--- src/rtl/i2s_rx_sampler_if.sv ---
// rtl/i2s_rx_sampler_if.sv - I2S receive pin bundle and stereo pair handshake
//
// Purpose: groups the I2S pins, the control strobes and the stereo
// sample-pair valid/ready handshake of i2s_rx_sampler into one bundle.
//
// Signals:
//   SCLK, LRCLK, DIN   I2S bit clock, word select (0 = left) and data from the
//                      codec; all asynchronous to the system clock
//   enable             1 = capture, 0 = resynchronise and drop partial words
//   frame_ready        consumer accepts the presented pair
//   clear_err          clears the sticky error flags
//   sample_left/right  presented stereo pair, stable while frame_valid = 1
//   frame_valid        a pair is presented
//   overrun            sticky: a completed pair was dropped
//   short_word         sticky: a slot ended with fewer than SAMPLE_WIDTH bits
//
// Modports: master = stimulus/consumer side, slave = sampler side.

interface i2s_rx_sampler_if #(
  parameter int SAMPLE_WIDTH = 16
);
  logic                    SCLK;
  logic                    LRCLK;
  logic                    DIN;
  logic                    enable;
  logic                    frame_ready;
  logic                    clear_err;
  logic [SAMPLE_WIDTH-1:0] sample_left;
  logic [SAMPLE_WIDTH-1:0] sample_right;
  logic                    frame_valid;
  logic                    overrun;
  logic                    short_word;

  modport master (
    output SCLK, LRCLK, DIN, enable, frame_ready, clear_err,
    input  sample_left, sample_right, frame_valid, overrun, short_word
  );

  modport slave (
    input  SCLK, LRCLK, DIN, enable, frame_ready, clear_err,
    output sample_left, sample_right, frame_valid, overrun, short_word
  );
endinterface

--- src/rtl/i2s_rx_sampler.sv ---
// rtl/i2s_rx_sampler.sv - I2S receiver converting codec DOUT into stereo sample pairs
//
// Purpose: synchronises the asynchronous I2S pins into the Clk domain, tracks
// the one-bit-delayed I2S slot framing, assembles MSB-first channel words and
// presents left/right pairs through a valid/ready handshake.
//
// Ports:
//   Clk      system clock, must be at least 4x SCLK
//   Reset_n  asynchronous active-low reset
//   bus      i2s_rx_sampler_if.slave: I2S pins, enable, frame_ready,
//            clear_err in; sample_left/right, frame_valid, overrun,
//            short_word out
//
// Parameters:
//   SAMPLE_WIDTH   bits captured per channel word (8..24)
//   MAX_SLOT_BITS  maximum SCLK periods per slot; sizes the bit counter

module i2s_rx_sampler #(
  parameter int SAMPLE_WIDTH  = 16,
  parameter int MAX_SLOT_BITS = 32
) (
  input  logic            Clk,
  input  logic            Reset_n,
  i2s_rx_sampler_if.slave bus
);

  localparam int              CW      = $clog2(MAX_SLOT_BITS);
  localparam logic [CW:0]     SW_C    = (CW+1)'(SAMPLE_WIDTH);
  localparam logic [CW:0]     ONE_C   = (CW+1)'(1);
  localparam logic [CW-1:0]   CNT_MAX = CW'(MAX_SLOT_BITS - 1);
  localparam logic [CW-1:0]   CNT_ONE = CW'(1);

  typedef enum logic [1:0] {
    ST_SYNC  = 2'd0,
    ST_LEFT  = 2'd1,
    ST_RIGHT = 2'd2
  } state_t;

  // ---------------------------------------------------------------------------
  // Pin synchronisers. SCLK gets a third flop for rising-edge detection; LRCLK
  // and DIN share the same two-flop depth so they line up with the detected
  // SCLK edge.
  // ---------------------------------------------------------------------------
  logic r_sclk_s1, r_sclk_s2, r_sclk_s3;
  logic r_lr_s1, r_lr_s2;
  logic r_din_s1, r_din_s2;
  logic r_lr_prev;

  logic w_sclk_rise;
  logic w_lr;
  logic w_d;

  assign w_sclk_rise = r_sclk_s2 & ~r_sclk_s3;
  assign w_lr        = r_lr_s2;
  assign w_d         = r_din_s2;

  always_ff @(posedge Clk or negedge Reset_n) begin
    if (!Reset_n) begin
      r_sclk_s1 <= 1'b0;
      r_sclk_s2 <= 1'b0;
      r_sclk_s3 <= 1'b0;
      r_lr_s1   <= 1'b0;
      r_lr_s2   <= 1'b0;
      r_din_s1  <= 1'b0;
      r_din_s2  <= 1'b0;
      r_lr_prev <= 1'b0;
    end else begin
      r_sclk_s1 <= bus.SCLK;
      r_sclk_s2 <= r_sclk_s1;
      r_sclk_s3 <= r_sclk_s2;
      r_lr_s1   <= bus.LRCLK;
      r_lr_s2   <= r_lr_s1;
      r_din_s1  <= bus.DIN;
      r_din_s2  <= r_din_s1;
      if (w_sclk_rise) begin
        r_lr_prev <= w_lr;
      end
    end
  end

  // ---------------------------------------------------------------------------
  // Slot framing FSM
  // ---------------------------------------------------------------------------
  state_t r_state;
  state_t w_state_nx;

  logic [CW-1:0]           r_bit_cnt;
  logic [SAMPLE_WIDTH-1:0] r_shift;
  logic [SAMPLE_WIDTH-1:0] r_left_hold;
  logic [SAMPLE_WIDTH-1:0] r_right_hold;
  logic                    r_pair_pend;

  logic w_shift_en;
  logic w_cnt_inc;
  logic w_cnt_clr;
  logic w_fin_left;
  logic w_fin_right;

  always_ff @(posedge Clk or negedge Reset_n) begin
    if (!Reset_n) begin
      r_state <= ST_SYNC;
    end else begin
      r_state <= w_state_nx;
    end
  end

  always_comb begin
    w_state_nx = r_state;
    if (!bus.enable) begin
      w_state_nx = ST_SYNC;
    end else if (w_sclk_rise) begin
      case (r_state)
        // Lock only on a right->left change so the first pair is complete.
        ST_SYNC:  if (r_lr_prev && !w_lr) w_state_nx = ST_LEFT;
        ST_LEFT:  if (w_lr)               w_state_nx = ST_RIGHT;
        ST_RIGHT: if (!w_lr)              w_state_nx = ST_LEFT;
        default:                          w_state_nx = ST_SYNC;
      endcase
    end
  end

  // Bits are kept only while fewer than SAMPLE_WIDTH have been taken; the
  // delayed LSB seen on the LRCLK change follows the same rule.
  logic w_cnt_lt_sw;
  assign w_cnt_lt_sw = ({1'b0, r_bit_cnt} < SW_C);

  always_comb begin
    w_shift_en  = 1'b0;
    w_cnt_inc   = 1'b0;
    w_cnt_clr   = 1'b0;
    w_fin_left  = 1'b0;
    w_fin_right = 1'b0;
    if (bus.enable && w_sclk_rise) begin
      case (r_state)
        ST_SYNC: begin
          w_cnt_clr = r_lr_prev & ~w_lr;
        end
        ST_LEFT: begin
          w_shift_en = w_cnt_lt_sw;
          if (w_lr) begin
            w_fin_left = 1'b1;
            w_cnt_clr  = 1'b1;
          end else begin
            w_cnt_inc  = 1'b1;
          end
        end
        ST_RIGHT: begin
          w_shift_en = w_cnt_lt_sw;
          if (!w_lr) begin
            w_fin_right = 1'b1;
            w_cnt_clr   = 1'b1;
          end else begin
            w_cnt_inc   = 1'b1;
          end
        end
        default: ;
      endcase
    end
  end

  // ---------------------------------------------------------------------------
  // Word assembly and finalisation. A short word is left-justified by shifting
  // out the stale upper bits and zero-filling the LSBs.
  // ---------------------------------------------------------------------------
  logic [SAMPLE_WIDTH-1:0] w_shift_nx;
  logic [CW:0]             w_nbits;
  logic [CW:0]             w_pad;
  logic [SAMPLE_WIDTH-1:0] w_word;
  logic                    w_short;

  assign w_shift_nx = w_shift_en ? {r_shift[SAMPLE_WIDTH-2:0], w_d} : r_shift;
  assign w_nbits    = w_cnt_lt_sw ? ({1'b0, r_bit_cnt} + ONE_C) : SW_C;
  assign w_pad      = SW_C - w_nbits;
  assign w_word     = w_shift_nx << w_pad;
  assign w_short    = (w_fin_left | w_fin_right) & (w_pad != '0);

  always_ff @(posedge Clk or negedge Reset_n) begin
    if (!Reset_n) begin
      r_bit_cnt    <= '0;
      r_shift      <= '0;
      r_left_hold  <= '0;
      r_right_hold <= '0;
      r_pair_pend  <= 1'b0;
    end else begin
      r_pair_pend <= w_fin_right;
      if (!bus.enable) begin
        r_bit_cnt <= '0;
        r_shift   <= '0;
      end else begin
        if (w_fin_left || w_fin_right) begin
          r_shift <= '0;
        end else begin
          r_shift <= w_shift_nx;
        end
        if (w_cnt_clr) begin
          r_bit_cnt <= '0;
        end else if (w_cnt_inc && (r_bit_cnt != CNT_MAX)) begin
          r_bit_cnt <= r_bit_cnt + CNT_ONE;
        end
        if (w_fin_left) begin
          r_left_hold <= w_word;
        end
        if (w_fin_right) begin
          r_right_hold <= w_word;
        end
      end
    end
  end

  // ---------------------------------------------------------------------------
  // Presentation: a finalised pair loads one cycle after the right word closes.
  // An accept in that same cycle frees the slot, so the new pair still loads.
  // ---------------------------------------------------------------------------
  logic [SAMPLE_WIDTH-1:0] r_sample_left;
  logic [SAMPLE_WIDTH-1:0] r_sample_right;
  logic                    r_frame_valid;
  logic                    r_overrun;
  logic                    r_short_word;

  logic w_load;
  logic w_drop;

  assign w_load = r_pair_pend & (~r_frame_valid | bus.frame_ready);
  assign w_drop = r_pair_pend &   r_frame_valid & ~bus.frame_ready;

  always_ff @(posedge Clk or negedge Reset_n) begin
    if (!Reset_n) begin
      r_sample_left  <= '0;
      r_sample_right <= '0;
      r_frame_valid  <= 1'b0;
      r_overrun      <= 1'b0;
      r_short_word   <= 1'b0;
    end else begin
      if (w_load) begin
        r_sample_left  <= r_left_hold;
        r_sample_right <= r_right_hold;
        r_frame_valid  <= 1'b1;
      end else if (r_frame_valid && bus.frame_ready) begin
        r_frame_valid  <= 1'b0;
      end

      // Set events take priority over a simultaneous clear.
      if (w_drop) begin
        r_overrun <= 1'b1;
      end else if (bus.clear_err) begin
        r_overrun <= 1'b0;
      end

      if (w_short) begin
        r_short_word <= 1'b1;
      end else if (bus.clear_err) begin
        r_short_word <= 1'b0;
      end
    end
  end

  assign bus.sample_left  = r_sample_left;
  assign bus.sample_right = r_sample_right;
  assign bus.frame_valid  = r_frame_valid;
  assign bus.overrun      = r_overrun;
  assign bus.short_word   = r_short_word;

endmodule
--- src/flat_wrapper.sv ---
// flat-port wrapper written by rule: the top's interface ports become plain ports
module i2s_rx_sampler_flat 
#(
  parameter int SAMPLE_WIDTH  = 16,
  parameter int MAX_SLOT_BITS = 32
)
  (Clk, Reset_n, bus_SCLK, bus_LRCLK, bus_DIN, bus_enable, bus_frame_ready, bus_clear_err, bus_sample_left, bus_sample_right, bus_frame_valid, bus_overrun, bus_short_word);
  i2s_rx_sampler_if #(.SAMPLE_WIDTH(SAMPLE_WIDTH)) bus_i ();
  input  logic Clk;
  input  logic Reset_n;
  input wire logic [$bits(bus_i.SCLK)-1:0] bus_SCLK;
  input wire logic [$bits(bus_i.LRCLK)-1:0] bus_LRCLK;
  input wire logic [$bits(bus_i.DIN)-1:0] bus_DIN;
  input wire logic [$bits(bus_i.enable)-1:0] bus_enable;
  input wire logic [$bits(bus_i.frame_ready)-1:0] bus_frame_ready;
  input wire logic [$bits(bus_i.clear_err)-1:0] bus_clear_err;
  output wire logic [$bits(bus_i.sample_left)-1:0] bus_sample_left;
  output wire logic [$bits(bus_i.sample_right)-1:0] bus_sample_right;
  output wire logic [$bits(bus_i.frame_valid)-1:0] bus_frame_valid;
  output wire logic [$bits(bus_i.overrun)-1:0] bus_overrun;
  output wire logic [$bits(bus_i.short_word)-1:0] bus_short_word;
  assign bus_i.SCLK = bus_SCLK;
  assign bus_i.LRCLK = bus_LRCLK;
  assign bus_i.DIN = bus_DIN;
  assign bus_i.enable = bus_enable;
  assign bus_i.frame_ready = bus_frame_ready;
  assign bus_i.clear_err = bus_clear_err;
  assign bus_sample_left = bus_i.sample_left;
  assign bus_sample_right = bus_i.sample_right;
  assign bus_frame_valid = bus_i.frame_valid;
  assign bus_overrun = bus_i.overrun;
  assign bus_short_word = bus_i.short_word;
  i2s_rx_sampler #(.SAMPLE_WIDTH(SAMPLE_WIDTH), .MAX_SLOT_BITS(MAX_SLOT_BITS)) u_core (.Clk(Clk), .Reset_n(Reset_n), .bus(bus_i));
endmodule
--- config.mk ---
export PLATFORM = sky130hd
export DESIGN_NAME = i2s_rx_sampler_flat
export DESIGN_NICKNAME = d
export VERILOG_FILES = /design/src/rtl/i2s_rx_sampler_if.sv /design/src/rtl/i2s_rx_sampler.sv /design/src/flat_wrapper.sv
export SDC_FILE = /design/constraint.sdc
export NUM_CORES = 1
export LEC_CHECK = 0
export ABC_AREA = 1
export CORE_ASPECT_RATIO = 0.6
export CORE_MARGIN = 10
export CORE_UTILIZATION = 60
export CTS_CLUSTER_DIAMETER = 40
export DETAILED_ROUTE_END_ITERATION = 10
export DONT_BUFFER_PORTS = 1
export PLACE_DENSITY = 0.84
export SLEW_MARGIN = 20
export SYNTH_ARGS = -nofsm -noshare
export SYNTH_HDL_FRONTEND = slang
export SYNTH_SLANG_ARGS = --single-unit
--- constraint.sdc ---
create_clock -name Clk -period 2.9 [get_ports Clk]
set_input_delay 0.58 -clock Clk [delete_from_list [all_inputs] [get_ports Clk]]
set_output_delay 0.58 -clock Clk [all_outputs]
set_load 0.02 [all_outputs]
After elaboration in Yosys (flattened, before gate mapping) --
Index checks and enable logic that the tools add are counted.
Storage, ports and cells: output and inout bits 35, bits of input ports 8, register bits after elaboration 99, logic and storage cells 89
Cells by class: bitwise gates (word level) 12, shifts and indexed selects 1, equal/unequal tests 8, reduce and logical (&&, ||, !) cells 15, multiplexer cells 30, add/sub/neg operators 3, order comparisons 1
Operators by type and width (number):
- $mux W16 | 3
- $shl A16 B6 Y16 | 1
- $mux W1 | 15
- $mux W5 | 3
- $mux W2 | 5
- $add A5 B1 Y6 const B | 1
- $and A1 B1 Y1 | 6
- $mux W6 | 1
- $ne A3 B2 Y1 const B | 2
- $pmux W2 S3 | 1
- $reduce_bool A2 Y1 | 3
- $reduce_bool A6 Y1 | 1
- $sub A5 B6 Y6 const A | 1
- $add A5 B1 Y5 const B | 1
- $lt A5 B5 Y1 const B | 1
- $ne A5 B5 Y1 const B | 1
- $logic_and A1 B1 Y1 | 4
- $not A1 Y1 | 4
- $reduce_and A2 Y1 | 2
- $reduce_and A4 Y1 | 1
- $ne A3 B1 Y1 const B | 1
- $ne A3 B3 Y1 const B | 1
- $pmux W1 S3 | 1
- $eq A2 B1 Y1 const B | 1
- 8 further kinds | 9

Logic depth before layout (Yosys ltp) --
Gate-level depths: netlist (run 1).
depth after elaboration 8, mapped depth 17, mapped depth without buffers 16

Worst setup path before layout (run 1) --
OpenSTA, ideal clock, no wires.
path kind register -> register, start point register u_core.r_bit_cnt[4], end point register u_core.r_right_hold[13], clock period less this slack 2454 ps, setup time 66 ps, setup slack 446 ps, required time 2834 ps, stages on the path, launching flop included 15, arrival 2388 ps, cell sequence dfrtp_1 -> nor2_2 -> clkinv_1 -> buf_2 -> ha_1 -> clkbuf_1 -> clkinv_1 -> buf_2 -> nand3_1 -> nand2_1 -> nand2_1 -> nand3_1 -> nand2_1 -> nand2_1 -> nand2_1
Between the ends: cells in the longest elaborated chain, start to end 5
RTL lines:
- start: declaration | line i2s_rx_sampler.sv:87 | logic [CW-1:0] r_bit_cnt;
- start signal: assignment | line i2s_rx_sampler.sv:198 | r_bit_cnt <= r_bit_cnt + CNT_ONE;
- parallel branches: the longest is 4 deep, another holds $add A5 B1 Y6
- $shl A16 B6 Y16 (*) | line i2s_rx_sampler.sv:174 | assign w_word = w_shift_nx << w_pad;
- end signal: assignment | line i2s_rx_sampler.sv:204 | r_right_hold <= w_word;
- end: declaration | line i2s_rx_sampler.sv:90 | logic [SAMPLE_WIDTH-1:0] r_right_hold;
Every way passes the cells marked *. A chain may end at the register's enable or synchronous reset.

Final worst setup path (run 1) --
start point register u_core.r_state[0], end point register u_core.r_right_hold[14]
Between the ends: cells in the longest elaborated chain, start to end 6
RTL lines:
- start: declaration | line i2s_rx_sampler.sv:84 | state_t r_state;
- start signal: assignment | line i2s_rx_sampler.sv:103 | r_state <= w_state_nx;
- $eq A2 B1 Y1 or $eq A2 B2 Y1 (tied branches) | line i2s_rx_sampler.sv:134 | case (r_state)
- $reduce_or A2 Y1 (no line)
- $mux W1 | line i2s_rx_sampler.sv:134
- $mux W1 | line i2s_rx_sampler.sv:133 | if (bus.enable && w_sclk_rise) begin
- $mux W16 | line i2s_rx_sampler.sv:171 | assign w_shift_nx = w_shift_en ? {r_shift[SAMPLE_WIDTH-2:0], w_d} : r_shift;
- $shl A16 B6 Y16 | line i2s_rx_sampler.sv:174
Several ways; a longest one is shown, not always the timed one.

==> results of run 1 <==
==> through the flow <==
step	hold slack, ns	utilization	worst slack (ns)	instance area [sq um]
3_3_place_gp	0.2878	0.6267	0.4652	4940
6_report	-0.07776	0.6640	0.2881	5234
3_5_place_dp	0.2877	0.6267	0.3143	4940
4_1_cts	-0.08832	0.6640	0.3163	5234
5_1_grt	-0.09114	0.6640	0.04530	5234
2_1_floorplan	0.2844	-	0.4460	4868
==> placed cells by master (no fill, tap or decap), drive strengths merged <==
cell type	instances
a21oi	6
o21bai	1
o22ai	2
clkbuf	10
dfrtp	99
a311o	1
clkinv	6
nand3	92
a211oi	4
o21ai	46
buf	11
nor2	35
nand2	155
and2	2
ha	8
nand4	8
mux2	22
xnor2	1
inv	68
xor2	1
nor3	1
==> area by class of cell <==
class | instances | area [sq um] | area share
Clock buffer | 10 | 239.0 | 0.04566
Sequential cell | 99 | 2477 | 0.4733
Inverter | 68 | 255.2 | 0.04877
Tap cell | 108 | 135.1 | 0.02582
Clock inverter | 6 | 55.05 | 0.01052
Multi-Input combinational cell | 385 | 1989 | 0.3801
Timing Repair Buffer | 11 | 82.58 | 0.01578
==> registers in the layout (all words and copies together) (netlist names), 2 cells and up <==
name and count:
u_core.bus.sample_left 16, u_core.bus.sample_right 16, u_core.r_bit_cnt 5, u_core.r_left_hold 16, u_core.r_right_hold 16, u_core.r_shift 16, u_core.r_state 2
==> routing by layer <==
| layer | wire (um) | part of all wire | global-route usage | vias to the layer above |
|---|---|---|---|---|
| li1 | - | - | - | 1861 |
| met1 | 5240 | 0.46 | 0.2682 | 1930 |
| met2 | 4954 | 0.43 | 0.2875 | 156 |
| met3 | 1080 | 0.094 | 0.06833 | 20 |
| met4 | 181 | 0.016 | 0.05830 | 0 |
| met5 | 0 | 0 | 0 | - |
==> synthesized netlist by cell type, types with 3 or more instances <==
master | instances | area (sq um)
clkinv_1 | 3 | 11.26
buf_6 | 5 | 56.30
nand2_1 | 152 | 570.6
inv_1 | 64 | 240.2
dfrtp_1 | 99 | 2477
buf_2 | 6 | 30.03
nand2_2 | 3 | 18.77
a211oi_1 | 4 | 30.03
o21ai_1 | 11 | 55.05
o21ai_0 | 29 | 145.1
nor2_1 | 31 | 116.4
mux2_2 | 22 | 247.7
nand4_1 | 8 | 50.05
nand3_1 | 91 | 455.4
ha_1 | 8 | 100.1
clkbuf_1 | 12 | 45.04
a21oi_1 | 6 | 30.03
o21ai_2 | 6 | 52.55
==> power breakdown <==
part / internal [mW] / leakage [nW] / switching, mW
clock network: 0.622 / 0.146 / 0.550
registers: 1.56 / 1.33 / 0.187
logic: 0.230 / 1.10 / 0.487
==> kinds of logic (layout without fill, tap and decap cells) <==
family	after synthesis	count (layout)	share of synthesized area
buffers and inverters	94	95	0.08250
AND/OR/NAND/NOR	293	293	0.2632
multiplexers	22	22	0.05089
AO/OA/AOI/OAI	60	60	0.07042
adder cells (fa/ha/maj)	8	8	0.02056
flip-flops	99	99	0.5089
XOR/XNOR	2	2	0.003599
==> worst paths after layout <==
check | from | endpoint | slack (ns) | depth (start not counted)
min in group Clk | bus_DIN | u_core.r_din_s1 | 0.25 | 0
worst min-delay path | Reset_n | u_core.r_shift[5] | -0.08 | 0
max in group asynchronous | Reset_n | u_core.r_bit_cnt[1] | 2.82 | 0
worst max-delay path | u_core.r_state[0] | u_core.r_right_hold[14] | 0.29 | 15
worst min register to register | u_core.r_lr_s1 | u_core.r_lr_s2 | 0.35 | 0
worst max register to register | u_core.r_state[0] | u_core.r_right_hold[14] | 0.29 | 15
==> worst max-delay path: stages (launching register included) <==
cell     delay [ns]
dfrtp_1        0.39
inv_1          0.10
ha_1           0.30
nand2_2        0.10
nor2_4         0.45
buf_4          0.25
nand2_1        0.08
and2_1         0.17
nand2_1        0.06
nand2_1        0.05
nand2_1        0.08
nand3_1        0.12
nand3_1        0.13
nand2_1        0.08
nand2_1        0.07
nand2_1        0.06
==> flow_metrics.py, run 1 <==
metrics = {
    "timing": {
        "hold_viol_final": 99,
        "finClkSkew_ns": 0.008094,
        "fmax_ghz": 0.3829,
        "finalSetupTns_ns": 0,
        "slew_headroom": 0.3700,
        "fin_crit_sh": 0.9007,
        "drv_slew": 0,
        "rsz0062_at_grt": "false",
        "worstMarginPinSlew_ns": 0.9427,
        "setup_viol": 0,
        "layout_min_cycle_time_ns": 2.612,
        "hold_slack_ns": -0.07776,
    },
    "clock_tree": {
        "insertion_delay_ns": 0.35,
        "htree_levels": 3,
        "numCtsBuffers": 9,
        "clockRootBuffer": "clkbuf_16",
        "clk_pin_slew_ns": 0.07,
        "cts_sinks": 99,
        "cts_buffer_depth": 2,
        "cts_tree": "done",
        "cts_setup_buffers": 0,
        "postCtsResizedCells": 0,
    },
    "synthesis": {
        "synth_cell_type_count": 31,
        "synth_area_per_cell_sq_um": 8.423,
        "ys.flop_type": "dfrtp_1",
        "ys_ff_latch": 99,
        "syn_area_sq_mm": 0.004868,
        "seq_area_frac_synth": 0.5089,
        "yosysWarningCount": 0,
        "synth-edff-count": 0,
        "syn_inst": 578,
        "postSynth.asyncResetShare": 1.000,
        "syn_nets": 594,
    },
    "place": {
        "numPlacedInstances": 671,
        "gp_congestion": 0.9253,
        "port_buffers": 0,
        "dp_hpwl_um": 8373,
    },
    "setup_path": {
        "arrival_ns": 2.85,
        "path_class": "reg -> reg",
        "crit_fanout": 23,
        "crit_path_end_kind": "register",
        "required_ns": 3.14,
        "crit_path_start_kind": "register",
    },
    "floorplanning": {
        "ios": 43,
        "die_area_sq_mm": 0.01224,
        "die_x_um": 136.3,
        "std_cell_rows": 25,
        "die_h_um": 89.78,
        "coreArea_sq_mm": 0.007883,
        "start_util": 0.6176,
    },
    "route": {
        "vias": 3967,
        "avgViaCountPerCell": 5.774,
        "drt_wl_total_um": 11460,
        "wl_per_cell_um": 16.68,
        "drtIter0Drc": 444,
        "ant_nets": 0,
        "drc_errors": 0,
        "dr.pass1.iters": 5,
    },
    "power_and_ir_drop": {
        "ir_worst_vdd_mv": 0.3455,
        "power_mw": 3.633,
        "power_density_mw_per_mm2": 694.2,
        "p_leak_nw": 2.569,
    },
    "min_path": {
        "hp-class": "in -> async",
    },
    "grt": {
        "antenna_found_initial": 0,
        "grt_max_degree": 100,
        "grt_pass1_vias": 3909,
        "grt_usage": 0.1966,
        "overflow": 0,
        "grt_pass1_wl_um": 19710,
    },
    "cells_and_area": {
        "instances_no_fill": 687,
        "post_route_cells_drive_above_1_share": 0.1105,
        "areaGrowthSynthToFinish_pct": 7.505,
        "fillCellCount": 648,
        "antenna_cells": 0,
        "nNetsFinal": 590,
    },
    "status": {
        "status": "finished, violations left",
        "violations": "hold timing",
    },
    "run": {
        "max_cap_violations": 0,
    },
}
Power figures use the tool's default switching activity.
==> inputs of run 2 (changes only) <==
==> constraint.sdc (replaced) <==
create_clock -name Clk -period 2.9 [get_ports Clk]
set_input_delay 0.29 -clock Clk [delete_from_list [all_inputs] [get_ports Clk]]
set_output_delay 0.29 -clock Clk [all_outputs]
set_load 0.02 [all_outputs]
==> run 2 against run 1 <==
The run now ends clean. Setup slack improved by 0.034 ns. Combinational power rose by 2%. Die area unchanged. First-iteration DRC count did not move.
==> flow_metrics.py, run 2 (synthesis gave the netlist of run 1 again) <==
metrics = {
    "status": {
        "status": "finished, final reports clean",
    },
    "grt": {
        "antenna_found_initial": 0,
        "grt_pass1_wl_um": 19290,
        "overflow": 0,
        "grt_usage": 0.1931,
        "grt_pass1_vias": 3810,
        "grt_max_degree": 100,
    },
    "clock_tree": {
        "cts_tree": "done",
        "postCtsResizedCells": 0,
        "clockRootBuffer": "clkbuf_16",
        "insertion_delay_ns": 0.35,
        "clk_pin_slew_ns": 0.07,
        "numCtsBuffers": 9,
        "htree_levels": 3,
        "cts_buffer_depth": 2,
        "cts_sinks": 99,
    },
    "min_path": {
        "hold_depth": 1,
        "hp-class": "in -> reg",
    },
    "power_and_ir_drop": {
        "power_mw": 3.701,
        "ir_worst_vdd_mv": 0.3097,
        "power_density_mw_per_mm2": 696.4,
        "p_leak_nw": 2.598,
    },
    "run": {
        "max_cap_violations": 0,
    },
    "setup_path": {
        "crit_chain": "inv_1 -> ha_1 -> nand2_2 -> nor2_4 -> nand2_1 -> o21ai_1 -> nand3_1 -> nand3_1 -> nand3_1 -> nand2_1 -> nand2_1 -> nand2_1 -> nand2_1 -> nand2_1",
        "crit_buf_inv": 1,
        "r2r_cells": 14,
        "arrival_ns": 2.86,
        "crit_path_start_kind": "register",
        "crit_path_top_delay_cell": "nor2_4",
        "cpLargestDelayFamily": "simple AND/OR/NAND/NOR gates",
        "path_class": "reg -> reg",
        "crit_cells": 14,
        "crit_fanout": 22,
        "crit_path_end_kind": "register",
        "required_ns": 3.18,
        "critical_path.most_common_cell": "nand2_1",
        "r2r_setup_slack_ns": 0.32,
        "slowest_delay_ns": 0.42,
    },
    "timing": {
        "worstMarginPinSlew_ns": 0.9154,
        "finalSetupTns_ns": 0,
        "finClkSkew_ns": 0.008585,
        "fmax_ghz": 0.3879,
        "slew_headroom": 0.3883,
        "drv_slew": 0,
        "setup_viol": 0,
        "rsz0062_at_grt": "false",
        "fin_crit_sh": 0.8890,
        "layout_min_cycle_time_ns": 2.578,
        "hold_viol_final": 0,
    },
    "floorplanning": {
        "die_area_sq_mm": 0.01224,
        "std_cell_rows": 25,
        "coreArea_sq_mm": 0.007883,
        "die_h_um": 89.78,
        "start_util": 0.6176,
        "die_x_um": 136.3,
        "ios": 43,
    },
    "route": {
        "drc_errors": 0,
        "wl_per_cell_um": 16.38,
        "drt_wl_total_um": 11340,
        "vias": 3930,
        "avgViaCountPerCell": 5.679,
        "dr.pass1.iters": 5,
        "ant_nets": 0,
        "drtIter0Drc": 444,
    },
    "cells_and_area": {
        "instances_no_fill": 692,
        "final_cell_mix": "nand2_1, dfrtp_1, nand3_1",
        "areaGrowthSynthToFinish_pct": 9.175,
        "final_common_cell": "nand2_1",
        "final_util": 0.6743,
        "nNetsFinal": 595,
        "antenna_cells": 0,
        "post_route_cells_drive_above_1_share": 0.1113,
    },
    "place": {
        "numPlacedInstances": 671,
        "dp_hpwl_um": 8181,
        "gp_congestion": 0.9241,
        "port_buffers": 0,
    },
}
[run 2: cell count changes in the layout (fill, tap and decap cells not counted), sizes merged]
cell / previous run / this run
bufinv: 0 / 1
clkinv: 6 / 4
buf: 11 / 12
dlygate4sd3: 0 / 4
clkbuf: 10 / 9
clkinvlp: 0 / 2
[run 2: path summary, 6_finish.rpt]
path                              startpoint                 endpoint
max in group asynchronous            Reset_n      u_core.r_bit_cnt[0]
max reg2reg                u_core.r_state[1]  u_core.r_right_hold[14]
max                        u_core.r_state[1]  u_core.r_right_hold[14]
min in group asynchronous            Reset_n        u_core.r_shift[4]
min                            bus_clear_err    u_core.bus.short_word
min reg2reg                  u_core.r_din_s1          u_core.r_din_s2
[run 2: stage by stage]
step / hold slack [ns] / cell area [sq um] / setup WS (ns)
after global placement: -0.001929 / 4940 / 0.4049
after floorplan: -0.005591 / 4868 / 0.4460
final: 0.04397 / 5315 / 0.3219
after CTS: 0.04268 / 5315 / 0.3401
after global routing: 0.03567 / 5315 / 0.08305
after detailed placement: -0.001872 / 4940 / 0.3795
[run 2: repair_timing]
item / 4_1_cts / 5_1_grt
buffers inserted: 0 / 0
hold buffers: 5 / 0
hold endpoints to repair: 102 / 0
[run 2: layout make-up]
type | instances | area [sq um]
Multi-Input combinational cell | 385 | 1989
Clock buffer | 9 | 225.2
Fill cell | 643 | 2567
Sequential cell | 99 | 2477
Timing Repair Buffer | 16 | 150.1
Inverter | 68 | 255.2
Clock inverter | 7 | 82.58
Tap cell | 108 | 135.1
[run 2: power breakdown]
part	internal [mW]	leakage, nW	switching [mW]
clock network	0.682	0.145	0.542
logic	0.236	1.13	0.496
registers	1.56	1.33	0.186
total	2.48	2.60	1.22
[run 2: per-layer routing]
metal  up-vias  routed length [um]  track usage
met5         -                   0            0
met4         0                 104      0.04859
met3        14                 989      0.06222
met2       150                4863       0.2645
met1      1902                5379       0.2851
li1       1864                   -            -
[run 2: worst reg2reg max path: cells and delay by family (launching register included)]
family / cells / cell delay [ns]
AOI/OAI and AO/OA: 1 / 0.23
DFF: 1 / 0.40
and+or+nand+nor: 11 / 1.51
buffers and inverters: 1 / 0.10
adders and majority gates: 1 / 0.29
==> inputs of run 3 (changes only) <==
--- a/config.mk
+++ b/config.mk
@@ -7,7 +7,7 @@
 export LEC_CHECK = 0
 export ABC_AREA = 1
 export CORE_ASPECT_RATIO = 0.6
-export CORE_MARGIN = 10
+export CORE_MARGIN = 2
 export CORE_UTILIZATION = 60
 export CTS_CLUSTER_DIAMETER = 40
 export DETAILED_ROUTE_END_ITERATION = 10
==> run 3 against run 2 <==
Register-to-register slack about the same. Routed wire length decreased by 7.5%. Core utilization decreased by 0.19 points. Largest cell class unchanged.
==> flow_metrics.py, run 3 (synthesis gave the netlist of run 1 again) <==
metrics = {
    "timing": {
        "hold_slack_ns": 0.03797,
        "fin_crit_sh": 0.8899,
        "worst_slack_ns": 0.3193,
        "layout_min_cycle_time_ns": 2.581,
        "slew_headroom": 0.3672,
        "fmax_ghz": 0.3875,
        "setup_viol": 0,
        "finClkSkew_ns": 0.007495,
        "drv_slew": 0,
        "hold_viol_final": 0,
        "finalSetupTns_ns": 0,
        "worstMarginPinSlew_ns": 0.9469,
        "rsz0062_at_grt": "false",
    },
    "floorplanning": {
        "die_x_um": 120.3,
        "coreArea_sq_mm": 0.007883,
        "start_util": 0.6176,
        "die_h_um": 73.78,
        "std_cell_rows": 25,
        "die_area_sq_mm": 0.008874,
        "ios": 43,
    },
    "clock_tree": {
        "numCtsBuffers": 9,
        "clk_pin_slew_ns": 0.07,
        "postCtsResizedCells": 0,
        "cts_tree": "done",
        "insertion_delay_ns": 0.35,
        "cts_buffer_depth": 2,
        "cts_sinks": 99,
        "cts_hold_buf": 5,
        "cts_setup_buffers": 0,
        "htree_levels": 3,
        "clockRootBuffer": "clkbuf_16",
    },
    "grt": {
        "overflow": 0,
        "grt_usage": 0.2533,
        "grt_pass1_vias": 3509,
        "grt_pass1_wl_um": 17340,
        "grt_max_degree": 100,
        "antenna_found_initial": 0,
    },
    "run": {
        "max_cap_violations": 0,
    },
    "setup_path": {
        "required_ns": 3.17,
        "cp-startpoint": "u_core.r_bit_cnt[0]",
        "r2r_end": "u_core.r_left_hold[3]",
        "cp-endpoint": "u_core.r_left_hold[3]",
        "crit_path_start_kind": "register",
        "crit_fanout": 11,
        "r2r-start": "u_core.r_bit_cnt[0]",
        "r2r_cells": 13,
        "crit_path_end_kind": "register",
        "arrival_ns": 2.85,
        "r2r_setup_slack_ns": 0.32,
        "path_class": "reg -> reg",
    },
    "route": {
        "drc_errors": 0,
        "dr.pass1.iters": 5,
        "vias": 3913,
        "ant_nets": 0,
        "drtIter0Drc": 456,
        "wl_per_cell_um": 15.16,
        "avgViaCountPerCell": 5.655,
        "drt_wl_total_um": 10490,
    },
    "power_and_ir_drop": {
        "ir_worst_vdd_mv": 0.4086,
        "sw_frac_of_total": 0.3412,
        "pwr-share-seq": 0.478,
        "internal_power_mw": 2.400,
        "power_mw": 3.643,
        "pwr-share-clk": 0.320,
        "power_density_mw_per_mm2": 687.4,
        "p_leak_nw": 2.595,
        "switchingPower_mw": 1.243,
        "pwr-share-comb": 0.202,
    },
    "place": {
        "dpl_cell_area_sq_mm": 0.004940,
        "port_buffers": 0,
        "numPlacedInstances": 671,
        "dp_hpwl_um": 7522,
        "gp_congestion": 1.049,
        "place_ws_ns": 0.4069,
    },
    "cells_and_area": {
        "instances_no_fill": 692,
        "final_common_cell": "nand2_1",
        "fillCellCount": 647,
        "nNetsFinal": 595,
        "antenna_cells": 0,
        "areaGrowthSynthToFinish_pct": 8.867,
        "post_route_cells_drive_above_1_share": 0.1113,
        "fin_area_sq_mm": 0.005300,
        "final_util": 0.6724,
        "final_cell_mix": "nand2_1, dfrtp_1, nand3_1",
    },
    "status": {
        "status": "finished, final reports clean",
    },
    "min_path": {
        "hp-class": "in -> reg",
    },
}
## run 3: cell types whose count changed in the layout (fill, tap and decap cells not counted)
cell,delta
bufinv_16,-1
clkinvlp_4,-1
inv_6,-1
inv_8,+2
clkinv_4,+1
## run 3: cell type report
cell class	instances	area [sq um]	share of cell area
Inverter	68	255.2	0.04816
Clock buffer	9	225.2	0.04249
Sequential cell	99	2477	0.4674
Multi-Input combinational cell	385	1989	0.3754
Timing Repair Buffer	16	150.1	0.02833
Tap cell	108	135.1	0.02550
Clock inverter	7	67.56	0.01275
## run 3: critical path, cell delays in order (launching register included)
cell      delay (ns)
dfrtp_1         0.45
ha_1            0.31
inv_1           0.06
nor2_1          0.13
inv_1           0.06
ha_1            0.29
clkinv_1        0.28
buf_4           0.28
nand3_1         0.11
and2_1          0.16
nand2_1         0.09
nor2_2          0.13
nand2_1         0.07
o21ai_1         0.09
## run 3: worst min-delay path by stage
stage                             endpoint          start  slack, ns  cells after the start
finish                  u_core.bus.overrun  bus_clear_err       0.04                      1
global route            u_core.bus.overrun  bus_clear_err       0.03                      1
CTS                     u_core.bus.overrun  bus_clear_err       0.03                      1
detailed placement       u_core.r_shift[1]        Reset_n     -0.003                      0
global placement         u_core.r_shift[2]        Reset_n     -0.002                      0
floorplan           u_core.bus.frame_valid        Reset_n     -0.006                      0
## run 3: per-layer routing
layer  part of all wire  GRT usage  wire (um)  vias to the layer above
li1                   -          -          -                     1869
met1               0.48     0.3769       5064                     1861
met2               0.42     0.3731       4457                      168
met3              0.083    0.07298        868                       15
met4             0.0092    0.05039         97                        0
met5                  0          0          0                        -
## run 3: power groups by stage
stage | sequential, mW | clock (mW) | combinational (mW)
floorplan | 1.74 | 0 | 0.542
global placement | 1.76 | 0 | 0.658
detailed placement | 1.77 | 0 | 0.678
CTS | 1.74 | 1.18 | 0.721
global route | 1.77 | 1.24 | 0.823
finish | 1.74 | 1.17 | 0.736
